[config.mk]
export PLATFORM = sky130hd
export DESIGN_NAME = axis_fifo_rd_ctrl
export DESIGN_NICKNAME = d
export VERILOG_FILES = /design/src/rtl/axis_fifo_rd_ctrl.sv
export SDC_FILE = /design/constraint.sdc
export NUM_CORES = 1
export LEC_CHECK = 0
export ABC_CLOCK_PERIOD_IN_PS = 1900
export BUFFER_PORTS_ARGS = -buffer_cell sky130_fd_sc_hd__buf_2
export CAP_MARGIN = 30
export CORE_MARGIN = 8
export CORE_UTILIZATION = 30
export CTS_CLUSTER_SIZE = 24
export DETAILED_ROUTE_END_ITERATION = 6
export PLACE_DENSITY = 0.6
export SYNTH_ARGS = -nofsm -noshare
export SYNTH_HDL_FRONTEND = slang
export SYNTH_SLANG_ARGS = --single-unit
[constraint.sdc]
create_clock -name clk -period 1.9 [get_ports clk]
set_input_delay 0.19 -clock clk [delete_from_list [all_inputs] [get_ports clk]]
set_output_delay 0.19 -clock clk [all_outputs]
set_load 0.01 [all_outputs]
[src/rtl/axis_fifo_rd_ctrl.sv]
// axis_fifo_rd_ctrl
//   Read-side sequencer between a FIFO core read port and an AXI-Stream master.
//   Reads are issued ahead of demand on a credit basis. Credits are the words
//   buffered plus the reads still in flight. Returning data lands in a small
//   circular skid buffer. This hides the fixed RAM read latency and sustains one
//   beat per cycle. m_axis_tready never reaches o_fifo_ren combinationally.
//
// Parameters
//   DLEN       data width in bits
//   RLAT       cycles from o_fifo_ren sampled high to valid i_fifo_rdata (1..4)
//   BUF_DEPTH  skid buffer entries, must be >= RLAT+2 for full throughput
//
// Ports
//   clk            clock
//   rstn           synchronous active-low reset
//   o_fifo_ren     read enable to FIFO core
//   i_fifo_rdata   read data from FIFO core, valid RLAT cycles after ren
//   i_fifo_rempty  FIFO core empty flag
//   m_axis_tvalid  AXI-Stream valid (buffer not empty)
//   m_axis_tready  AXI-Stream ready
//   m_axis_tdata   AXI-Stream data (head of skid buffer)
//   o_level        entries buffered plus reads in flight
//   o_beat_cnt     handshake counter, wrapping (only with AXIS_FIFO_RD_CTRL_STATS_EN)
//   o_stall_cnt    valid-without-ready cycles, saturating (only with AXIS_FIFO_RD_CTRL_STATS_EN)
//
// Optional feature macro: AXIS_FIFO_RD_CTRL_STATS_EN
module axis_fifo_rd_ctrl #(
    parameter int DLEN      = 8,
    parameter int RLAT      = 2,
    parameter int BUF_DEPTH = 4
) (
    input  logic                           clk,
    input  logic                           rstn,
    output logic                           o_fifo_ren,
    input  logic [DLEN-1:0]                i_fifo_rdata,
    input  logic                           i_fifo_rempty,
    output logic                           m_axis_tvalid,
    input  logic                           m_axis_tready,
    output logic [DLEN-1:0]                m_axis_tdata,
`ifdef AXIS_FIFO_RD_CTRL_STATS_EN
    output logic [31:0]                    o_beat_cnt,
    output logic [31:0]                    o_stall_cnt,
`endif
    output logic [$clog2(BUF_DEPTH+1)-1:0] o_level
);

    localparam int CW = $clog2(BUF_DEPTH + 1);
    localparam int PW = (BUF_DEPTH > 1) ? $clog2(BUF_DEPTH) : 1;
    localparam logic [CW-1:0] DEPTH_C  = CW'(BUF_DEPTH);
    localparam logic [PW-1:0] LAST_PTR = PW'(BUF_DEPTH - 1);

    if (RLAT < 1 || RLAT > 4) begin : g_bad_rlat
        $error("axis_fifo_rd_ctrl: RLAT must be in 1..4");
    end
    if (BUF_DEPTH < RLAT + 2) begin : g_bad_depth
        $error("axis_fifo_rd_ctrl: BUF_DEPTH must be >= RLAT+2");
    end

    logic [CW-1:0]   cnt;
    logic [CW-1:0]   buf_cnt;
    logic [PW-1:0]   wr_ptr;
    logic [PW-1:0]   rd_ptr;
    logic [RLAT-1:0] ren_vld_p;
    logic [DLEN-1:0] mem [BUF_DEPTH];
    logic            hs;
    logic            land;

    // Pointers wrap by compare-and-reset so non power-of-two depths work.
    function automatic logic [PW-1:0] ptr_inc(input logic [PW-1:0] p);
        return (p == LAST_PTR) ? '0 : p + 1'b1;
    endfunction

    // Issue depends only on the empty flag and the registered credit count.
    always_comb begin
        o_fifo_ren = rstn && !i_fifo_rempty && (cnt < DEPTH_C);
    end

    assign hs            = m_axis_tvalid && m_axis_tready;
    assign land          = ren_vld_p[RLAT-1];
    assign m_axis_tvalid = (buf_cnt != '0);
    // The head entry is gated by valid. Storage is never reset, so tdata still reads 0 out of reset.
    assign m_axis_tdata  = m_axis_tvalid ? mem[rd_ptr] : '0;
    assign o_level       = cnt;

    // Stage boundary: issue -> in-flight shift register / credit and buffer state
    always_ff @(posedge clk) begin
        if (!rstn) begin
            cnt       <= '0;
            buf_cnt   <= '0;
            wr_ptr    <= '0;
            rd_ptr    <= '0;
            ren_vld_p <= '0;
        end else begin
            ren_vld_p[0] <= o_fifo_ren;
            for (int i = 1; i < RLAT; i++) begin
                ren_vld_p[i] <= ren_vld_p[i-1];
            end

            case ({o_fifo_ren, hs})
                2'b10:   cnt <= cnt + 1'b1;
                2'b01:   cnt <= cnt - 1'b1;
                default: cnt <= cnt;
            endcase

            // A landing word and a pop in the same cycle cancel out. This also holds when
            // only one word is buffered, because the write goes to a different slot than the head.
            case ({land, hs})
                2'b10:   buf_cnt <= buf_cnt + 1'b1;
                2'b01:   buf_cnt <= buf_cnt - 1'b1;
                default: buf_cnt <= buf_cnt;
            endcase

            if (land) wr_ptr <= ptr_inc(wr_ptr);
            if (hs)   rd_ptr <= ptr_inc(rd_ptr);
        end
    end

    // Stage boundary: read data capture into skid buffer
    always_ff @(posedge clk) begin
        if (land) mem[wr_ptr] <= i_fifo_rdata;
    end

`ifdef AXIS_FIFO_RD_CTRL_STATS_EN
    function automatic logic [31:0] sat_inc32(input logic [31:0] v);
        return (v == 32'hFFFF_FFFF) ? v : v + 32'd1;
    endfunction

    always_ff @(posedge clk) begin
        if (!rstn) begin
            o_beat_cnt  <= '0;
            o_stall_cnt <= '0;
        end else begin
            if (hs) o_beat_cnt <= o_beat_cnt + 32'd1;
            if (m_axis_tvalid && !m_axis_tready) o_stall_cnt <= sat_inc32(o_stall_cnt);
        end
    end
`endif

endmodule
---- Yosys cells after proc, flatten, opt, wreduce, memory -nomap -nowiden ----
Memory sizes are Yosys's and may differ from the RTL's. A register that Yosys moved wholly into a read port is not among the register bits.
Cells that the tools add are included.
operators by class
  $mul .................................... 0
  divide/modulo/power cells ............... 0
  shift operators ......................... 0
  bitwise gates (word level) .............. 0
  add/sub/neg operators ................... 6
  muxes and demuxes ....................... 9
  eq/ne operators ......................... 6
  reductions and logical operators ........ 7
  $lt $le $gt $ge ......................... 1
operator list
  kind                                               number
  one-hot mux 3 bit (2 select lines)                 2
  == test 2 bit, second input constant               4
  2-to-1 mux 2 bit                                   4
  2-to-1 mux 8 bit                                   1
  adder 3 x 1 -> 3 bit, second input constant        2
  subtractor 3 x 1 -> 3 bit, second input constant   2
  adder 2 x 1 -> 2 bit, second input constant        2
  == test 2 x 1 -> 1 bit, second input constant      2
  nonzero test 2 bit                                 2
  logical AND 1 bit                                  3
  less-than comparator 3 bit, second input constant  1
  nonzero test 3 bit                                 1
  2-to-1 mux 1 bit                                   2
  zero test 1 bit                                    1
word-level totals
  output and inout bits ................... 13
  logic and storage cells ................. 35
  bits in writable memories ............... 32
  bits in read-only memories .............. 0
  bits of input ports ..................... 12
  memories ................................ 1
  bits in latches ......................... 0
  register bits after elaboration ......... 12
memories
  name  depth  bits a word  read ports  clocked after Yosys merged registers in  write ports  RTL line  source
  mem   4      8            1           1                                        1            64        logic [DLEN-1:0] mem [BUF_DEPTH];

---- Longest topological paths before layout ----
Gate-level depths: netlist of run 1.
  word-level depth ........................ 5
  gate-level depth with buffers ........... 8
  mapped depth without buffers ............ 8

---- Least setup slack after synthesis of run 1 ----
OpenSTA, ideal clock, no wires.
  path type ............................... reg-to-reg
  start ................................... register buf_cnt[0]
  end ..................................... register cnt[2], in the netlist o_level[2]
  required time ........................... 1824 ps
  cell stages (with the launch flop) ...... 9
  slack ................................... 88 ps
  period minus slack after synthesis ...... 1812 ps
  buffers on the path ..................... 0
  arrival ................................. 1737 ps
  library setup time ...................... 76 ps
  path through ............................ dfxtp_1 > o31ai_4 > inv_1 > ha_1 > inv_1 > fa_1 > xor2_1 > or3_1 > a21boi_0
between the ends
  longest elaborated chain between the ends .. 4
  elaborated cells between the ends (all ways) .. 6
  classes of those cells .................. eq/ne (2); mux (1); reduce/logical (3)
RTL lines
  element                                                                          RTL line  source
  start: declaration                                                               60        logic [CW-1:0] buf_cnt;
  start signal: assignment                                                         108       2'b10: buf_cnt <= buf_cnt + 1'b1;
  start signal: assignment                                                         109       2'b01: buf_cnt <= buf_cnt - 1'b1;
  start signal: assignment                                                         110       default: buf_cnt <= buf_cnt;
  nonzero test 3 bit (*)                                                           80        assign m_axis_tvalid = (buf_cnt != '0);
  logical AND 1 bit (*)                                                            78        assign hs = m_axis_tvalid && m_axis_tready;
  == test 2 x 1 -> 1 bit / == test 2 bit (equally long branches)                   99        case ({o_fifo_ren, hs})
  one-hot mux 3 bit (2 select lines) / nonzero test 2 bit (equally long branches)  --
  end signal: assignment                                                           100       2'b10: cnt <= cnt + 1'b1;
  end signal: assignment                                                           101       2'b01: cnt <= cnt - 1'b1;
  end signal: assignment                                                           102       default: cnt <= cnt;
  end: declaration                                                                 59        logic [CW-1:0] cnt;
Every way passes the cells marked *; elsewhere a longest branch is shown, timed or not.
A chain may end at the register's enable or synchronous reset.

---- Worst setup path after layout of run 1 ----
  start ................................... register buf_cnt[2]
  end ..................................... register buf_cnt[2]
between the ends
  longest elaborated chain between the ends .. 4
  elaborated cells between the ends (all ways) .. 8
  classes of those cells .................. add/sub (2); eq/ne (2); mux (1); reduce/logical (3)
RTL lines
  element                                                                          RTL line  source
  nonzero test 3 bit (*)                                                           80
  logical AND 1 bit (*)                                                            78
  named net hs                                                                     65        logic hs;
  == test 2 x 1 -> 1 bit / == test 2 bit (equally long branches)                   107       case ({land, hs})
  one-hot mux 3 bit (2 select lines) / nonzero test 2 bit (equally long branches)  --
The timed path passes the listed nets; every way through them passes the cells marked *.

==> impl_metrics.tcl, run 1 <==
set metrics [dict create \
    peakVddDrop_v 0.0005348 \
    holdPathEnd "mem[1][3]$_DFFE_PP_" \
    end_kind "flop" \
    synth-seq-cells 46 \
    fin_nets 183 \
    clock.fmax_ghz 0.5515 \
    crit_fanout 4 \
    slew_violations 0 \
    clockRootBuffer "clkbuf_8" \
    port-buffer-count 24 \
    gp_congestion 0.7231 \
    netlist_instances 128 \
    ios 25 \
    layout_setup_ws_ns 0.08684 \
    initial_utilization_pct 30.76 \
    die_w_um 96.46 \
    max_slew.worst_pin.slew_ns 0.4356 \
    status "finished clean" \
    start_kind "flop" \
    min_path_cells 1 \
    yosysSeqAreaShare_pct 63.92 \
    grt_pass1_wl_um 5354 \
    post-route-period-util_pct 95.43 \
    dpl_cell_area_um2 2183 \
    dp_slack_ns 0.002288 \
    ant_nets 0 \
    post_cts_buffers 0 \
    critPathKind "flop to flop" \
    period_minus_slack_ns 1.813 \
    timing.max_slew.rel_slack_pct 70.92 \
    ys_types 27 \
    crit_path_frequent_cell "inv_1" \
    powerDensity_nw_per_um2 1140 \
    antenna_cells 0 \
    cts_tree "built" \
    timing.hold.ws_ns 0.1021 \
    grt_max_degree 16 \
    drv_cap 0 \
    clock_path_buffers 2 \
    routedWlPerCell_um 13.60 \
    clock_latency_ns 0.29 \
    routed_wl_um 3265 \
    clk_pin_slew_ns 0.09 \
    rrSetupSlack_ns 0.09 \
    cp_data_arrival_time_ns 2.03 \
    crit_chain "o31ai_4 -> inv_1 -> ha_2 -> inv_1 -> fa_1 -> xor2_1 -> or3_1 -> a21boi_0" \
    grt_usage_pct 7.868 \
    required_ns 2.12 \
    skew_ns 0.003294 \
    dieArea_um2 9304 \
    setup_viol 0 \
    postSynthNetCount 149 \
    rows 29 \
    yosys_warnings 0 \
    fin_setup_tns_ns 0 \
    vias_per_cell 4.375 \
    reg2reg_to "buf_cnt[2]$_SDFFE_PN0P_" \
    r2r_cells 8 \
    slowest_stage "dfxtp_4" \
    area_growth_pct 18.17 \
    vias 1050 \
    r2r-start "buf_cnt[2]$_SDFFE_PN0P_" \
    avgSynthCellArea_um2 15.17 \
    dp_hpwl_um 2340 \
    grt_overflow 0 \
    hold_viol 0 \
    htree_levels 2 \
    antenna_found_initial 0 \
    syn_area_um2 1942 \
    clock-sinks 46 \
    first_pass_iters 4 \
    hp-start "i_fifo_rdata[3]" \
    drive_above_1_share_pct 34.97 \
    design_area_um2 2295 \
    drt-initial-drc-count 32 \
    hold_buffers 0 \
    max_stage_delay_ns 0.38 \
    power.leakage_nw 0.8422 \
    fp.dieH_um 96.46 \
    grt_pass1_vias 1108 \
    remaining_drc_errors 0 \
    core_area_um2 6314 \
    numCtsBuffers 5 \
    post-route-util_pct 36.35 \
    min_path_type "input pin to flop" \
]
## placed cells by master (no fill, tap or decap), types with 5 or more instances in the layout
master / instances
edfxtp_1: 32
nor2b_1: 9
buf_4: 5
dfxtp_1: 10
and2_1: 9
buf_2: 24
o21ai_0: 6
mux4_2: 8
nand2_1: 5
inv_1: 14
clkbuf_8: 5
ha_1: 5
## cell usage after synthesis
| library cell | n | area, µm² |
|---|---|---|
| nand3_1 | 1 | 5.000 |
| nor3_1 | 1 | 5.000 |
| xor2_1 | 2 | 17.52 |
| a21boi_1 | 1 | 7.510 |
| clkbuf_2 | 1 | 5.000 |
| o21a_1 | 1 | 7.510 |
| mux4_2 | 8 | 180.2 |
| inv_1 | 14 | 52.55 |
| buf_6 | 1 | 11.26 |
| nand2_1 | 5 | 18.77 |
| o21ai_0 | 6 | 30.03 |
| or3_4 | 1 | 11.26 |
| edfxtp_1 | 32 | 960.9 |
| nor3_2 | 1 | 10.01 |
| mux2i_1 | 1 | 10.01 |
| xnor2_1 | 2 | 17.52 |
| or3_1 | 2 | 12.51 |
| clkbuf_1 | 1 | 3.750 |
| o31ai_4 | 1 | 21.27 |
| a21boi_2 | 1 | 11.26 |
| nor2b_1 | 9 | 56.30 |
| a21boi_0 | 2 | 15.01 |
| fa_1 | 2 | 40.04 |
| dfxtp_1 | 14 | 280.3 |
| and2_1 | 9 | 56.30 |
| ha_1 | 7 | 87.58 |
| nor2_1 | 2 | 7.510 |
## routing by layer
layer | track usage, % | vias up | wire [µm]
li1 | - | 524 | -
met1 | 8.961 | 495 | 1407
met2 | 12.29 | 26 | 1545
met3 | 3.168 | 5 | 258
met4 | 4.540 | 0 | 53
met5 | 0 | - | 0
## cell families after synthesis
logic type / Yosys count / synth area share, %
AOI/OAI and AO/OA: 12 / 4.768
and+or+nand+nor: 31 / 9.406
muxes: 9 / 9.794
buffers and inverters: 17 / 3.737
DFF: 46 / 63.92
xor gates and xnor gates: 4 / 1.804
adders and majority gates: 9 / 6.572
## report_power, final
part	internal [mW]	switching, mW
combinational	0.416	0.406
clock	0.258	0.326
sequential	1.15	0.0603
## how the worst max path moves through the flow
stage / start / slack (ns) / to / cells after the start
2_1_floorplan: buf_cnt[0]$_SDFFE_PN0P_ / 0.09 / o_level[2]$_SDFFE_PN0P_ / 8
3_3_place_gp: buf_cnt[1]$_SDFFE_PN0P_ / 0.09 / buf_cnt[2]$_SDFFE_PN0P_ / 8
3_5_place_dp: buf_cnt[1]$_SDFFE_PN0P_ / 0.002 / o_level[2]$_SDFFE_PN0P_ / 8
4_1_cts: buf_cnt[1]$_SDFFE_PN0P_ / 0.0007 / o_level[2]$_SDFFE_PN0P_ / 8
5_1_grt: buf_cnt[2]$_SDFFE_PN0P_ / -0.005 / buf_cnt[2]$_SDFFE_PN0P_ / 8
6_report: buf_cnt[2]$_SDFFE_PN0P_ / 0.09 / buf_cnt[2]$_SDFFE_PN0P_ / 8
## metrics by stage
stage	power, mW	cells
floorplan	1.756	128
global placement	2.039	232
detailed placement	2.057	232
CTS	2.653	240
global route	2.811	240
finish	2.616	240
## worst max-delay path: cells and delay by family, from the launching register on
family | cells | cell delay [ns]
adders and majority gates | 2 | 0.54
AOI/OAI and AO/OA | 2 | 0.24
buffers and inverters | 2 | 0.11
and+or+nand+nor | 1 | 0.30
DFF | 1 | 0.38
xor gates and xnor gates | 1 | 0.16
## layout make-up
class / count / area [µm²]
clock buffers: 5 / 68.82
clock inverters: 3 / 21.27
fillers: 629 / 4019
inverters: 14 / 52.55
multi-input cells: 65 / 635.6
flip-flops and latches: 46 / 1251
well taps: 77 / 96.34
repair buffers: 30 / 168.9
## flip-flops by register name, indices dropped and copies added (netlist names), named ones only
name and cells:
wr_ptr 2, o_level 3, buf_cnt 3, mem 32
ren_vld_p 2, rd_ptr 2
## repair_timing
item                       in CTS  in global routing
setup endpoints to repair       0                  3
resized for setup               0                 11
hold endpoints to repair        0                  0
Power figures use the tool's default switching activity.
==> run 2: changes to the inputs <==
Settings changed: ABC_AREA set to 1, ABC_CLOCK_PERIOD_IN_PS 1900 to 1700, PLACE_DENSITY 0.6 to 0.58.
Clock period 1.9 ns to 1.7 ns, I/O delays scaled along.
==> run 2 against run 1 <==
Against the previous run:
- hold slack got worse by 0.054 ns
- global-route usage rose by 0.060 points
- count of clock-buffer cells in the layout stayed put
- total power is 27% higher
- sequential power rose by 16%
- routed wire length grew 11%
- setup slack gained 0.016 ns
- critical endpoint is now m_axis_tdata[7]
- clock power increased by 12%
- final cell count rose by 33%
- register-to-register slack gained 0.02 ns
- via count rose by 31%
==> impl_metrics.tcl, run 2 <==
set metrics [dict create \
    status "finished clean" \
    end_kind "output pin" \
    antenna_found_initial 0 \
    gp_congestion 0.7842 \
    setup_viol 0 \
    routed_wl_um 3635 \
    min_path_cells 2 \
    crit_fanout 8 \
    grt_pass1_vias 1384 \
    synth_top_area_share_pct 47.32 \
    htree_levels 2 \
    numCtsBuffers 5 \
    holdPathEnd "ren_vld_p[0]$_SDFF_PN0_" \
    clock_latency_ns 0.29 \
    layout.cells.most_common "nand2_1" \
    ys_top_cells_by_area "edfxtp_1, dfxtp_1, nand2_1" \
    port-buffer-count 24 \
    slowest_stage "dfxtp_2" \
    max_slew.worst_pin.slew_ns 0.3679 \
    required_ns 1.53 \
    power.leakage_nw 1.049 \
    clockRootBuffer "clkbuf_8" \
    cp_data_arrival_time_ns 1.43 \
    grt_pass1_wl_um 6189 \
    slew_violations 0 \
    final_cell_mix "nand2_1, edfxtp_1, inv_1" \
    pwr-share-clk_pct 19.8 \
    rows 30 \
    cp_num_buf_inv 4 \
    r2r_cells 13 \
    avgSynthCellArea_um2 10.05 \
    swShare_pct 36.34 \
    ios 25 \
    hp-start "i_fifo_rempty" \
    netlist_instances 202 \
    p_switching_mw 1.204 \
    timing.max_slew.rel_slack_pct 75.44 \
    fin_cells 319 \
    grt_max_degree 17 \
    core_area_um2 6681 \
    fin_nets 259 \
    rsz0062_at_grt "yes" \
    synth_ff_type "edfxtp_1" \
    grt_overflow 0 \
    antenna_cells 0 \
    first_pass_iters 4 \
    largest_reg_flops 32 \
    syn_area_um2 2031 \
    min_path_type "input pin to flop" \
    clock.fmax_ghz 0.6261 \
    largest-register "mem" \
    yosys_warnings 0 \
    synthArstFlopShare_pct 0 \
    p_int_mw 2.109 \
    critPathKind "flop to output pin" \
    dp_cells 307 \
    vias 1372 \
    skew_ns 0.005809 \
    remaining_drc_errors 0 \
    reg2reg_to "buf_cnt[2]$_SDFFE_PN0P_" \
    period_minus_slack_ns 1.597 \
    dp_hpwl_um 2590 \
    synth_enable_flop_cells 32 \
    max_stage_delay_ns 0.33 \
    yosysSeqAreaShare_pct 61.12 \
    routedWlPerCell_um 11.39 \
    hold_viol 0 \
    rrSetupSlack_ns 0.11 \
    ant_nets 0 \
    clk_pin_slew_ns 0.09 \
    path_delay_family "buffers and inverters" \
    start_kind "flop" \
    clock_path_buffers 2 \
    grt_usage_pct 7.927 \
    post-route-period-util_pct 93.95 \
    ys_types 20 \
    p_seq_share_pct 42.3 \
    drv_cap 0 \
    fp.dieH_um 98.28 \
    drive_above_1_share_pct 25.10 \
    postSynthNetCount 223 \
    yosysTopAreaCell "edfxtp_1" \
    timing.hold.ws_ns 0.04806 \
    area_growth_pct 17.93 \
    die_w_um 98.28 \
    r2r-start "buf_cnt[1]$_SDFFE_PN0P_" \
    crit_chain "inv_1 -> nand2_2 -> buf_4 -> clkinvlp_4 -> a21oi_2 -> buf_2" \
    peakVddDrop_v 0.0006511 \
    fin_setup_tns_ns 0 \
    vias_per_cell 4.301 \
    yosysMostFrequentCell "nand2_1" \
    dieArea_um2 9658 \
    power_frac_comb_pct 37.9 \
    initial_utilization_pct 30.39 \
    synth_common_cells "nand2_1, edfxtp_1, inv_1" \
    powerDensity_nw_per_um2 1383 \
    cts_tree "built" \
    synth-seq-cells 46 \
    clock-sinks 46 \
    drt-initial-drc-count 51 \
]
==> run 2: power groups by stage <==
| stage | Clock [mW] | Sequential (mW) | Combinational [mW] |
|---|---|---|---|
| floorplan | 0 | 1.40 | 0.826 |
| detailed placement | 0 | 1.41 | 1.17 |
| global placement | 0 | 1.41 | 1.14 |
| global route | 0.725 | 1.42 | 1.46 |
| finish | 0.656 | 1.40 | 1.25 |
| CTS | 0.679 | 1.39 | 1.17 |
==> run 2: worst max-delay path by stage <==
stage / from / to / slack (ns) / cells after the start
2_1_floorplan: o_level[2]$_SDFFE_PN0P_ / o_level[1]$_SDFFE_PN0P_ / 0.01 / 6
3_3_place_gp: buf_cnt[0]$_SDFFE_PN0P_ / o_level[2]$_SDFFE_PN0P_ / 0.09 / 13
3_5_place_dp: buf_cnt[0]$_SDFFE_PN0P_ / o_level[2]$_SDFFE_PN0P_ / 0.07 / 13
4_1_cts: buf_cnt[0]$_SDFFE_PN0P_ / m_axis_tdata[3] / 0.03 / 6
5_1_grt: buf_cnt[1]$_SDFFE_PN0P_ / o_level[2]$_SDFFE_PN0P_ / -0.03 / 13
6_report: buf_cnt[1]$_SDFFE_PN0P_ / m_axis_tdata[7] / 0.10 / 6
==> run 2: timing repair <==
action	CTS	global route
gates resized for setup	1	13
pin swaps	0	1
buffers inserted	0	4
setup endpoints to repair	6	11
hold buffers	0	0
==> run 2: logic make-up after synthesis <==
logic type,share of synthesized area [%]
AOI/OAI and AO/OA,6.901
DFF,61.12
and+or+nand+nor,16.88
adders and majority gates,6.285
buffers and inverters,8.810
==> run 2: final cells by class <==
class / instances / area [µm²]
flip-flops and latches: 46 / 1249
repair buffers: 34 / 198.9
clock buffers: 5 / 68.82
multi-input cells: 121 / 629.4
well taps: 80 / 100.1
clock inverters: 3 / 21.27
inverters: 30 / 127.6
fillers: 698 / 4287
==> run 2: routing by layer <==
layer  global-route usage, %  up-vias  part of all wire (%)
met5                       0        -                     0
met4                   2.479        0                  0.83
met3                   2.774        5                   4.7
met2                   13.75       23                    47
met1                   8.893      625                    47
li1                        -      719                     -
==> run 2: metrics by stage <==
step | power, mW | area (µm²) | utilization (%) | setup WS [ns]
after global routing | 3.604 | 2395 | 35.84 | -0.02583
after CTS | 3.238 | 2328 | 34.85 | 0.02813
final | 3.313 | 2395 | 35.84 | 0.1029
after detailed placement | 2.577 | 2237 | 33.48 | 0.07088
after floorplan | 2.224 | 2031 | - | 0.01437
after global placement | 2.548 | 2237 | 33.48 | 0.09011
==> run 3: changes to the inputs <==
Settings changed: CORE_ASPECT_RATIO set to 0.5.
==> run 3 against run 2 <==
Against the previous run:
- count of clock-buffer cells in the layout unchanged
- routed wire length increased by 0.19%
- final cell count grew 2.8%
- global-route usage down 0.099 points
- setup slack got worse by 0.011 ns
- largest cell class unchanged
- sequential share of layout area is 1.4 points lower
==> impl_metrics.tcl, run 3 (synthesis results as in run 2) <==
set metrics [dict create \
    hold_viol 0 \
    peakVddDrop_v 0.0007383 \
    required_ns 1.53 \
    htree_levels 2 \
    power.leakage_nw 1.068 \
    clk_pin_slew_ns 0.06 \
    remaining_drc_errors 0 \
    clock_latency_ns 0.28 \
    largest-register "mem" \
    dieArea_um2 9817 \
    max_stage_delay_ns 0.35 \
    ff_latch_area_um2 1245 \
    drt-initial-drc-count 46 \
    clock_path_buffers 2 \
    routed_wl_um 3642 \
    start_kind "flop" \
    end_kind "output pin" \
    vias 1343 \
    multi_input_area_um2 640.6 \
    port-buffer-count 24 \
    grt_usage_pct 7.829 \
    antenna_cells 0 \
    initial_utilization_pct 30.67 \
    powerDensity_nw_per_um2 1467 \
    routedWlPerCell_um 11.10 \
    gp_congestion 0.7313 \
    cp_data_arrival_time_ns 1.44 \
    layout.cells.most_common "nand2_1" \
    max_slew.worst_pin.slew_ns 0.3648 \
    die_w_um 132.4 \
    clockRootBuffer "clkbuf_16" \
    slew_violations 0 \
    critPathKind "flop to output pin" \
    dpl_cell_area_um2 2237 \
    antenna_found_initial 0 \
    crit_chain "nor2_2 -> nand2_2 -> buf_6 -> clkinvlp_4 -> a21oi_2 -> buf_2" \
    fp.dieH_um 74.18 \
    post-route-util_pct 37.07 \
    skew_ns 0.006992 \
    grt_overflow 0 \
    min_path_type "input pin to flop" \
    dp_hpwl_um 2480 \
    cts_tree "built" \
    clock.fmax_ghz 0.6218 \
    ios 25 \
    ant_nets 0 \
    grt_max_degree 18 \
    design_area_um2 2455 \
    n_fill_cell 688 \
    numCtsBuffers 5 \
    post-route-period-util_pct 94.61 \
    largest_reg_flops 32 \
    grt_pass1_vias 1355 \
    power_mw 3.601 \
    fin_cells 328 \
    status "finished clean" \
    setup_viol 0 \
    crit_fanout 8 \
    period_minus_slack_ns 1.608 \
    clock-sinks 46 \
    grt_pass1_wl_um 6154 \
    layout_setup_ws_ns 0.09167 \
    drive_above_1_share_pct 24.58 \
    area_growth_pct 20.89 \
    rsz0062_at_grt "yes" \
    rows 21 \
    hold_buffers 0 \
    fin_nets 256 \
    drv_cap 0 \
    dp_cells 317 \
    core_area_um2 6621 \
    first_pass_iters 4 \
    dp_slack_ns 0.01405 \
    slowest_stage "dfxtp_2" \
    final_cell_mix "nand2_1, edfxtp_1, inv_1" \
    timing.max_slew.rel_slack_pct 75.65 \
    vias_per_cell 4.095 \
]
[run 3: cell types whose count changed in the layout (fill, tap and decap cells not counted), sizes merged]
cell	before	now
buf	34	31
[run 3: metal layers]
layer	global-route usage, %	vias to the layer above	wire [µm]
li1	-	715	-
met1	9.267	604	1719
met2	13.46	20	1773
met3	2.291	4	97
met4	2.993	0	51
met5	0	-	0
[run 3: path summary, 6_finish.rpt]
path | start | slack (ns) | end | depth (start not counted)
worst max-delay path | buf_cnt[0]$_SDFFE_PN0P_ | 0.09 | m_axis_tdata[7] | 6
worst min-delay path | i_fifo_rempty | 0.07 | ren_vld_p[0]$_SDFF_PN0_ | 2
worst min register to register | ren_vld_p[0]$_SDFF_PN0_ | 0.42 | ren_vld_p[1]$_SDFF_PN0_ | 2
worst max register to register | buf_cnt[0]$_SDFFE_PN0P_ | 0.09 | buf_cnt[2]$_SDFFE_PN0P_ | 12
[run 3: layout make-up]
cell class                 instances  area share (%)
clock buffer                       5           5.097
clock inverter                     3          0.8665
inverter                          30           5.199
multi-input combinational        121           26.10
sequential                        46           50.71
tap                               92           4.689
timing repair buffer              31           7.339
[run 3: per-stage QoR]
stage	hold WS [ns]	TNS, ns
3_5_place_dp	0.3596	0
2_1_floorplan	0.2468	0
3_3_place_gp	0.3524	0
6_report	0.07047	0
4_1_cts	0.06114	0
5_1_grt	0.06909	-0.06111
[run 3: worst max-delay path: cells and delay by family, from the launching register on]
| kind | cells | cell delay, ns |
|---|---|---|
| buf+inv | 3 | 0.47 |
| flops | 1 | 0.35 |
| compound gates | 1 | 0.18 |
| simple gates | 2 | 0.15 |
[run 3: timing repair]
item                       in CTS  in global routing
setup endpoints to repair       0                 12
buffers inserted                0                  3
gates resized for setup         0                 16
[run 3: power breakdown]
group | total (mW) | switching, mW | internal (mW)
registers | 1.38 | 0.0669 | 1.31
logic | 1.28 | 0.787 | 0.493
clock network | 0.938 | 0.395 | 0.544
total | 3.60 | 1.25 | 2.35
